<file path="src/rtl/i2c_cfg_if.sv">
// Handshake bundle between the configuration sequencer and the i2c master.
interface i2c_cfg_if #(
    parameter int NBYTES = 3
);
    logic                        send;
    logic [$clog2(NBYTES)-1:0]   nbytes;
    logic [NBYTES*8-1:0]         data;
    logic                        ready;
    logic                        done;

    modport master (output send, nbytes, data, input ready, done);
    modport slave  (input send, nbytes, data, output ready, done);
endinterface

</file>
<file path="src/rtl/i2c_cfg_sequencer.sv">
// Walks a ROM table of I2C writes / delays / END and drives the i2c master one transaction at a time.
// Optional HPD_REINIT_EN adds hpd_i: a rising edge (re)starts the table, a falling edge clears cfg_done_o.
module i2c_cfg_sequencer #(
    parameter int NBYTES     = 3,
    parameter int ROM_AW     = 8,
    parameter int DELAY_UNIT = 100,
    parameter bit AUTO_START = 1'b1
) (
    input  logic                     clk_i,
    input  logic                     rst_i,
    input  logic                     start_i,
`ifdef HPD_REINIT_EN
    input  logic                     hpd_i,
`endif
    output logic [ROM_AW-1:0]        rom_addr_o,
    input  logic [2+NBYTES*8-1:0]    rom_data_i,
    i2c_cfg_if.master                bus,
    output logic                     busy_o,
    output logic                     cfg_done_o,
    output logic [ROM_AW-1:0]        step_o
);
    localparam int DW  = NBYTES * 8;
    localparam int NBW = $clog2(NBYTES);
    localparam int CW  = 16 + $clog2(DELAY_UNIT + 1);

    typedef enum logic [2:0] {
        S_IDLE, S_FETCH, S_DECODE, S_ISSUE, S_WAIT, S_DELAY, S_DONE
    } state_t;

    state_t            r_state, w_state_nxt, w_adv_state;
    logic [ROM_AW-1:0] r_ptr, w_ptr_nxt, w_adv_ptr;
    logic              r_send, w_send_nxt;
    logic [NBW-1:0]    r_nbytes, w_nbytes_nxt;
    logic [DW-1:0]     r_data, w_data_nxt;
    logic [CW-1:0]     r_cnt, w_cnt_nxt;
    logic              r_cfg_done, w_cfg_done_nxt;
    logic              r_busy;
    logic              r_auto, w_auto_nxt;
    logic              r_pend, w_pend_nxt;
    logic              w_hpd_rise, w_hpd_fall;

    logic [1:0]        w_len;
    logic [DW-1:0]     w_payload;
    logic [CW-1:0]     w_ticks;
    logic              w_last;

    assign w_len     = rom_data_i[DW+1:DW];
    assign w_payload = rom_data_i[DW-1:0];
    assign w_ticks   = CW'(rom_data_i[23:8]) * CW'(DELAY_UNIT);
    assign w_last    = (r_ptr == {ROM_AW{1'b1}});

`ifdef HPD_REINIT_EN
    logic [2:0] r_hpd_sync;

    // Two-flop synchroniser plus one history flop for edge detection.
    always_ff @(posedge clk_i) begin
        if (rst_i) begin
            r_hpd_sync <= 3'b000;
        end else begin
            r_hpd_sync <= {r_hpd_sync[1:0], hpd_i};
        end
    end

    assign w_hpd_rise = r_hpd_sync[1] & ~r_hpd_sync[2];
    assign w_hpd_fall = ~r_hpd_sync[1] & r_hpd_sync[2];
`else
    assign w_hpd_rise = 1'b0;
    assign w_hpd_fall = 1'b0;
`endif

    // Where to go once an entry finishes: restart on a pending hot-plug, stop at the last slot.
    always_comb begin
        if (r_pend) begin
            w_adv_state = S_FETCH;
            w_adv_ptr   = {ROM_AW{1'b0}};
        end else if (w_last) begin
            w_adv_state = S_DONE;
            w_adv_ptr   = r_ptr;
        end else begin
            w_adv_state = S_FETCH;
            w_adv_ptr   = r_ptr + ROM_AW'(1);
        end
    end

    // Next-state and next-output logic.
    always_comb begin
        w_state_nxt    = r_state;
        w_ptr_nxt      = r_ptr;
        w_send_nxt     = 1'b0;
        w_nbytes_nxt   = r_nbytes;
        w_data_nxt     = r_data;
        w_cnt_nxt      = r_cnt;
        w_cfg_done_nxt = r_cfg_done;
        w_auto_nxt     = r_auto;
        w_pend_nxt     = r_pend;
        case (r_state)
            S_IDLE: begin
                if (start_i || r_auto || r_pend || w_hpd_rise) begin
                    w_state_nxt    = S_FETCH;
                    w_ptr_nxt      = {ROM_AW{1'b0}};
                    w_cfg_done_nxt = 1'b0;
                    w_auto_nxt     = 1'b0;
                    w_pend_nxt     = 1'b0;
                end else begin
                    w_state_nxt = S_IDLE;
                end
            end
            S_FETCH: w_state_nxt = S_DECODE;
            S_DECODE: begin
                if (w_len != 2'd0) begin
                    w_nbytes_nxt = NBW'(w_len);
                    w_data_nxt   = w_payload;
                    w_state_nxt  = S_ISSUE;
                end else if (w_payload[7:0] == 8'h00) begin
                    w_state_nxt = S_DONE;
                end else begin
                    w_state_nxt = S_DELAY;
                    w_cnt_nxt   = (w_ticks == {CW{1'b0}}) ? {CW{1'b0}} : (w_ticks - CW'(1));
                end
            end
            S_ISSUE: begin
                if (bus.ready) begin
                    w_send_nxt  = 1'b1;
                    w_state_nxt = S_WAIT;
                end else begin
                    w_state_nxt = S_ISSUE;
                end
            end
            S_WAIT: begin
                if (bus.done) begin
                    w_state_nxt = w_adv_state;
                    w_ptr_nxt   = w_adv_ptr;
                    w_pend_nxt  = 1'b0;
                end else begin
                    w_state_nxt = S_WAIT;
                end
            end
            S_DELAY: begin
                if (r_cnt == {CW{1'b0}}) begin
                    w_state_nxt = w_adv_state;
                    w_ptr_nxt   = w_adv_ptr;
                    w_pend_nxt  = 1'b0;
                end else begin
                    w_cnt_nxt = r_cnt - CW'(1);
                end
            end
            S_DONE: begin
                w_cfg_done_nxt = 1'b1;
                w_state_nxt    = S_IDLE;
            end
            default: w_state_nxt = S_IDLE;
        endcase
        w_pend_nxt     = w_pend_nxt | (w_hpd_rise & (r_state != S_IDLE));
        w_cfg_done_nxt = w_cfg_done_nxt & ~w_hpd_fall;
    end

    // State and registered outputs.
    always_ff @(posedge clk_i) begin
        if (rst_i) begin
            r_state    <= S_IDLE;
            r_ptr      <= {ROM_AW{1'b0}};
            r_send     <= 1'b0;
            r_nbytes   <= {NBW{1'b0}};
            r_data     <= {DW{1'b0}};
            r_cnt      <= {CW{1'b0}};
            r_cfg_done <= 1'b0;
            r_busy     <= 1'b0;
            r_auto     <= AUTO_START;
            r_pend     <= 1'b0;
        end else begin
            r_state    <= w_state_nxt;
            r_ptr      <= w_ptr_nxt;
            r_send     <= w_send_nxt;
            r_nbytes   <= w_nbytes_nxt;
            r_data     <= w_data_nxt;
            r_cnt      <= w_cnt_nxt;
            r_cfg_done <= w_cfg_done_nxt;
            r_busy     <= (w_state_nxt != S_IDLE);
            r_auto     <= w_auto_nxt;
            r_pend     <= w_pend_nxt;
        end
    end

    assign rom_addr_o = r_ptr;
    assign step_o     = r_ptr;
    assign busy_o     = r_busy;
    assign cfg_done_o = r_cfg_done;
    assign bus.send   = r_send;
    assign bus.nbytes = r_nbytes;
    assign bus.data   = r_data;
endmodule

</file>
<file path="src/flat_wrapper.sv">
// flat-port wrapper written by rule: the top's interface ports become plain ports
module i2c_cfg_sequencer_flat 
#(
    parameter int NBYTES     = 3,
    parameter int ROM_AW     = 8,
    parameter int DELAY_UNIT = 100,
    parameter bit AUTO_START = 1'b1
)
  (clk_i, rst_i, start_i, rom_addr_o, rom_data_i, busy_o, cfg_done_o, step_o, bus_send, bus_nbytes, bus_data, bus_ready, bus_done);
  i2c_cfg_if #(.NBYTES(NBYTES)) bus_i ();
  input  logic clk_i;
  input  logic rst_i;
  input  logic start_i;
  output logic [ROM_AW-1:0] rom_addr_o;
  input  logic [2+NBYTES*8-1:0] rom_data_i;
  output logic busy_o;
  output logic cfg_done_o;
  output logic [ROM_AW-1:0] step_o;
  output wire logic [$bits(bus_i.send)-1:0] bus_send;
  output wire logic [$bits(bus_i.nbytes)-1:0] bus_nbytes;
  output wire logic [$bits(bus_i.data)-1:0] bus_data;
  input wire logic [$bits(bus_i.ready)-1:0] bus_ready;
  input wire logic [$bits(bus_i.done)-1:0] bus_done;
  assign bus_send = bus_i.send;
  assign bus_nbytes = bus_i.nbytes;
  assign bus_data = bus_i.data;
  assign bus_i.ready = bus_ready;
  assign bus_i.done = bus_done;
  i2c_cfg_sequencer #(.NBYTES(NBYTES), .ROM_AW(ROM_AW), .DELAY_UNIT(DELAY_UNIT), .AUTO_START(AUTO_START)) u_core (.clk_i(clk_i), .rst_i(rst_i), .start_i(start_i), .rom_addr_o(rom_addr_o), .rom_data_i(rom_data_i), .bus(bus_i), .busy_o(busy_o), .cfg_done_o(cfg_done_o), .step_o(step_o));
endmodule
</file>
<file path="config.mk">
export PLATFORM = sky130hd
export DESIGN_NAME = i2c_cfg_sequencer_flat
export DESIGN_NICKNAME = d
export VERILOG_FILES = /design/src/rtl/i2c_cfg_if.sv /design/src/rtl/i2c_cfg_sequencer.sv /design/src/flat_wrapper.sv
export SDC_FILE = /design/constraint.sdc
export NUM_CORES = 1
export LEC_CHECK = 0
export ABC_CLOCK_PERIOD_IN_PS = 11700
export BUFFER_PORTS_ARGS = -buffer_cell sky130_fd_sc_hd__buf_2
export CAP_MARGIN = 0
export CORE_MARGIN = 2
export CORE_UTILIZATION = 30
export DETAILED_ROUTE_END_ITERATION = 10
export GPL_ROUTABILITY_DRIVEN = 0
export PLACE_DENSITY = 0.5
export SLEW_MARGIN = 25
export SYNTH_ARGS = -nofsm -noshare
export SYNTH_HDL_FRONTEND = slang
export SYNTH_SLANG_ARGS = --single-unit
</file>
<file path="constraint.sdc">
create_clock -name clk_i -period 11.7 [get_ports clk_i]
set_input_delay 1.17 -clock clk_i [delete_from_list [all_inputs] [get_ports clk_i]]
set_output_delay 1.17 -clock clk_i [all_outputs]
set_load 0.03 [all_outputs]
</file>
==> impl_metrics.py <==
metrics = {
    "setup_path": {
        "slowest_delay_ns": 0.90,
        "r2r-end": "u_core.r_cnt[3]",
        "cp_slowest_cell": "or4_1",
        "r2r-start": "u_core.r_cnt[0]",
        "setup.worst_path.end_class": "flop",
        "path_class": "input port to flop",
        "cp.arrival_ns": 5.59,
        "r2r.worst_path.cells": 10,
        "cp_max_fo": 14,
        "start_kind": "input port",
        "critPathMostFrequentCell": "ha_1",
        "crit_chain": "buf_2 -> ha_1 -> ha_1 -> inv_1 -> fa_1 -> inv_1 -> ha_1 -> a21o_1 -> nor2_1 -> nand3_1 -> o211ai_1 -> nand4b_2 -> or4_1 -> o211ai_4 -> o22ai_1",
        "worstPathRequired_ns": 11.90,
        "reg2reg_slack_ns": 8.32,
        "cp.buffers_inverters": 3,
        "crit_family": "adder cells",
    },
    "placement": {
        "dpl_cell_area_um2": 5930,
        "io_buffers": 75,
        "hpwl_mm": 10.8,
    },
    "layout": {
        "nNetsFinal": 856,
        "n_antenna_cell": 0,
        "final_util_pct": 35.2,
        "syn_to_final_growth_pct": 15.6,
        "fillers": 1900,
        "design_area_um2": 6280,
        "drive_gt1_share_pct": 15.2,
    },
    "logic_synthesis": {
        "syn_inst": 707,
        "avgSynthCellArea_um2": 7.68,
        "synthTopCellsByCount": "nand2_1, a21oi_1, dfxtp_1",
        "synth-seq-cells": 64,
        "synthFlopType": "dfxtp_1",
        "synth_area_leaders": "dfxtp_1, ha_1, nand2_1",
        "synth_area_um2": 5430,
        "syn-num-nets": 806,
        "yosysWarningCount": 0,
        "yosysUniqueCellTypes": 68,
        "synth_area_leader_cell": "dfxtp_1",
        "synth-async-reset-ratio_pct": 0,
        "synth_edf_count": 0,
        "synth.most_common_cell": "nand2_1",
        "synth_top_area_share_pct": 23.6,
        "ys_seq_area_share_pct": 23.6,
    },
    "min_path": {
        "hold_start": "u_core.bus.data[7]",
        "holdPathStages": 2,
        "hold_class": "flop to flop",
        "hold_path_end": "u_core.bus.data[7]",
    },
    "clock_network": {
        "cts_tree": "yes",
        "clockBufferDepth": 2,
        "h-tree-depth": 3,
        "postCtsResizedCells": 0,
        "path_clk_slew_ns": 0.06,
        "clkLatencyLatePin_ns": 0.35,
        "cts_sinks": 64,
        "ctsHoldBuffers": 0,
        "cts_buffers": 9,
        "root_buffer": "clkbuf_16",
        "post_cts_buffers": 0,
    },
    "route": {
        "wl_per_cell_um": 14.2,
        "route.detailed.drc": 0,
        "drt-pass1-iter-count": 5,
        "vias_per_cell": 5.06,
        "drtIter0Drc": 350,
        "num_vias": 5011,
        "wirelength_mm": 14.1,
        "antenna_left": 0,
    },
    "floorplanning": {
        "start_util_pct": 30.5,
        "io_pins": 76,
        "core_area_um2": 17800,
        "die_area_um2": 19200,
        "die_h_um": 139,
        "row_count": 49,
        "fp.dieW_um": 139,
    },
    "sta": {
        "hold_viol": 0,
        "max_freq_ghz": 0.186,
        "worstMarginPinSlew_ns": 0.844,
        "max-slew-margin-rel_pct": 43.2,
        "clock_skew_ns": 0.00632,
        "slew_violations": 0,
        "tns_ns": 0,
        "fin_crit_ns": 5.38,
        "setup_violations": 0,
        "rsz0062_at_grt": "no",
        "fin_crit_sh_pct": 46.0,
    },
    "global_routing": {
        "overflow": 0,
        "grt_pass1_wl_mm": 23.9,
        "antenna_found_initial": 0,
        "grt_max_degree": 55,
        "track_usage_pct": 15.0,
        "first_global_vias": 4683,
    },
    "power": {
        "power_density_nw_per_um2": 165,
        "peakVddDrop_mv": 0.0853,
        "leakagePower_nw": 2.74,
        "power_mw": 1.04,
    },
    "status": {
        "status": "finished, final reports clean",
    },
    "job": {
        "max_cap_violations": 0,
    },
}
-- sequential cells by signal, indices dropped and copies added (netlist names) --
| register | count |
|---|---|
| u_core.r_cnt | 23 |
| u_core.bus.send | 1 |
| u_core.r_state | 3 |
| u_core.cfg_done_o | 1 |
| u_core.bus.data | 24 |
| u_core.bus.nbytes | 2 |
| u_core.rom_addr_o | 8 |
| u_core.r_auto | 1 |
| u_core.busy_o | 1 |
-- metrics by stage --
stage	std cells	hold slack [ns]	setup WS [ns]
5_1_grt	991	0.467	6.07
4_1_cts	991	0.452	6.33
3_5_place_dp	975	0.444	5.95
3_3_place_gp	975	0.441	6.02
2_1_floorplan	707	0.448	6.90
6_report	991	0.451	6.32
-- cells by family (layout without fill, tap and decap cells) --
group / after synthesis / after routing / synth area share, %
XOR/XNOR: 35 / 35 / 5.64
adder cells (fa/ha/maj): 68 / 68 / 17.2
AO/OA/AOI/OAI: 181 / 181 / 21.9
flip-flops: 64 / 64 / 23.6
AND/OR/NAND/NOR: 261 / 261 / 23.7
buffers and inverters: 95 / 150 / 7.37
multiplexers: 3 / 3 / 0.576
-- placed cells by master, fill, tap and decap left out, drive strengths merged, types with 6 or more instances in the layout --
cell type / n
dfxtp: 64
fa: 11
xor2: 25
nand4: 11
ha: 57
o21a: 6
nand2: 103
and2: 7
nand2b: 8
clkbuf: 9
buf: 77
a21oi: 69
inv: 58
o21ai: 30
nor4: 14
or4: 7
o211ai: 18
a21o: 6
xnor2: 10
nor3: 23
o22ai: 9
nor2: 41
a22oi: 9
nand3: 17
-- power by group --
group	leakage [nW]	internal, mW	switching [mW]	total [mW]
combinational	2.06	0.169	0.302	0.471
clock	0.162	0.208	0.107	0.315
sequential	0.519	0.234	0.0157	0.250
total	2.74	0.612	0.424	1.04
-- cell type report --
class,count,area [µm²],area share [%]
Multi-Input combinational cell,548,3760,59.9
Sequential cell,64,1280,20.4
Inverter,57,214,3.41
Clock inverter,7,119,1.89
Tap cell,229,287,4.56
Clock buffer,9,225,3.59
Timing Repair Buffer,77,393,6.25
-- how the worst max path moves through the flow --
stage | start | endpoint | slack, ns | depth (start not counted)
6_report | rom_data_i[16] | u_core.r_cnt[8] | 6.32 | 15
5_1_grt | rom_data_i[16] | u_core.r_cnt[8] | 6.07 | 15
4_1_cts | rom_data_i[16] | u_core.r_cnt[8] | 6.33 | 15
3_5_place_dp | rom_data_i[16] | u_core.r_cnt[8] | 5.95 | 15
3_3_place_gp | rom_data_i[16] | u_core.r_cnt[18] | 6.02 | 15
2_1_floorplan | rom_data_i[18] | u_core.r_cnt[12] | 6.90 | 16
-- worst reg2reg max path, stage by stage, from the launching register on --
cell     delay [ns]
dfxtp_1        0.34
inv_1          0.09
ha_1           0.18
nor3b_1        0.71
nand4_1        0.44
o31a_1         0.58
nor2_1         0.27
buf_4          0.24
o21ai_0        0.11
a22oi_1        0.16
o22ai_1        0.11
-- layer usage --
layer  share of wire, %  up-vias  GRT usage, %
li1                   -     2606             -
met1                 50     2310          21.3
met2                 45       81          22.8
met3                3.5       14          3.31
met4                1.5        0          4.73
met5                  0        -             0
No activity file was read; power rests on OpenSTA's default activity.
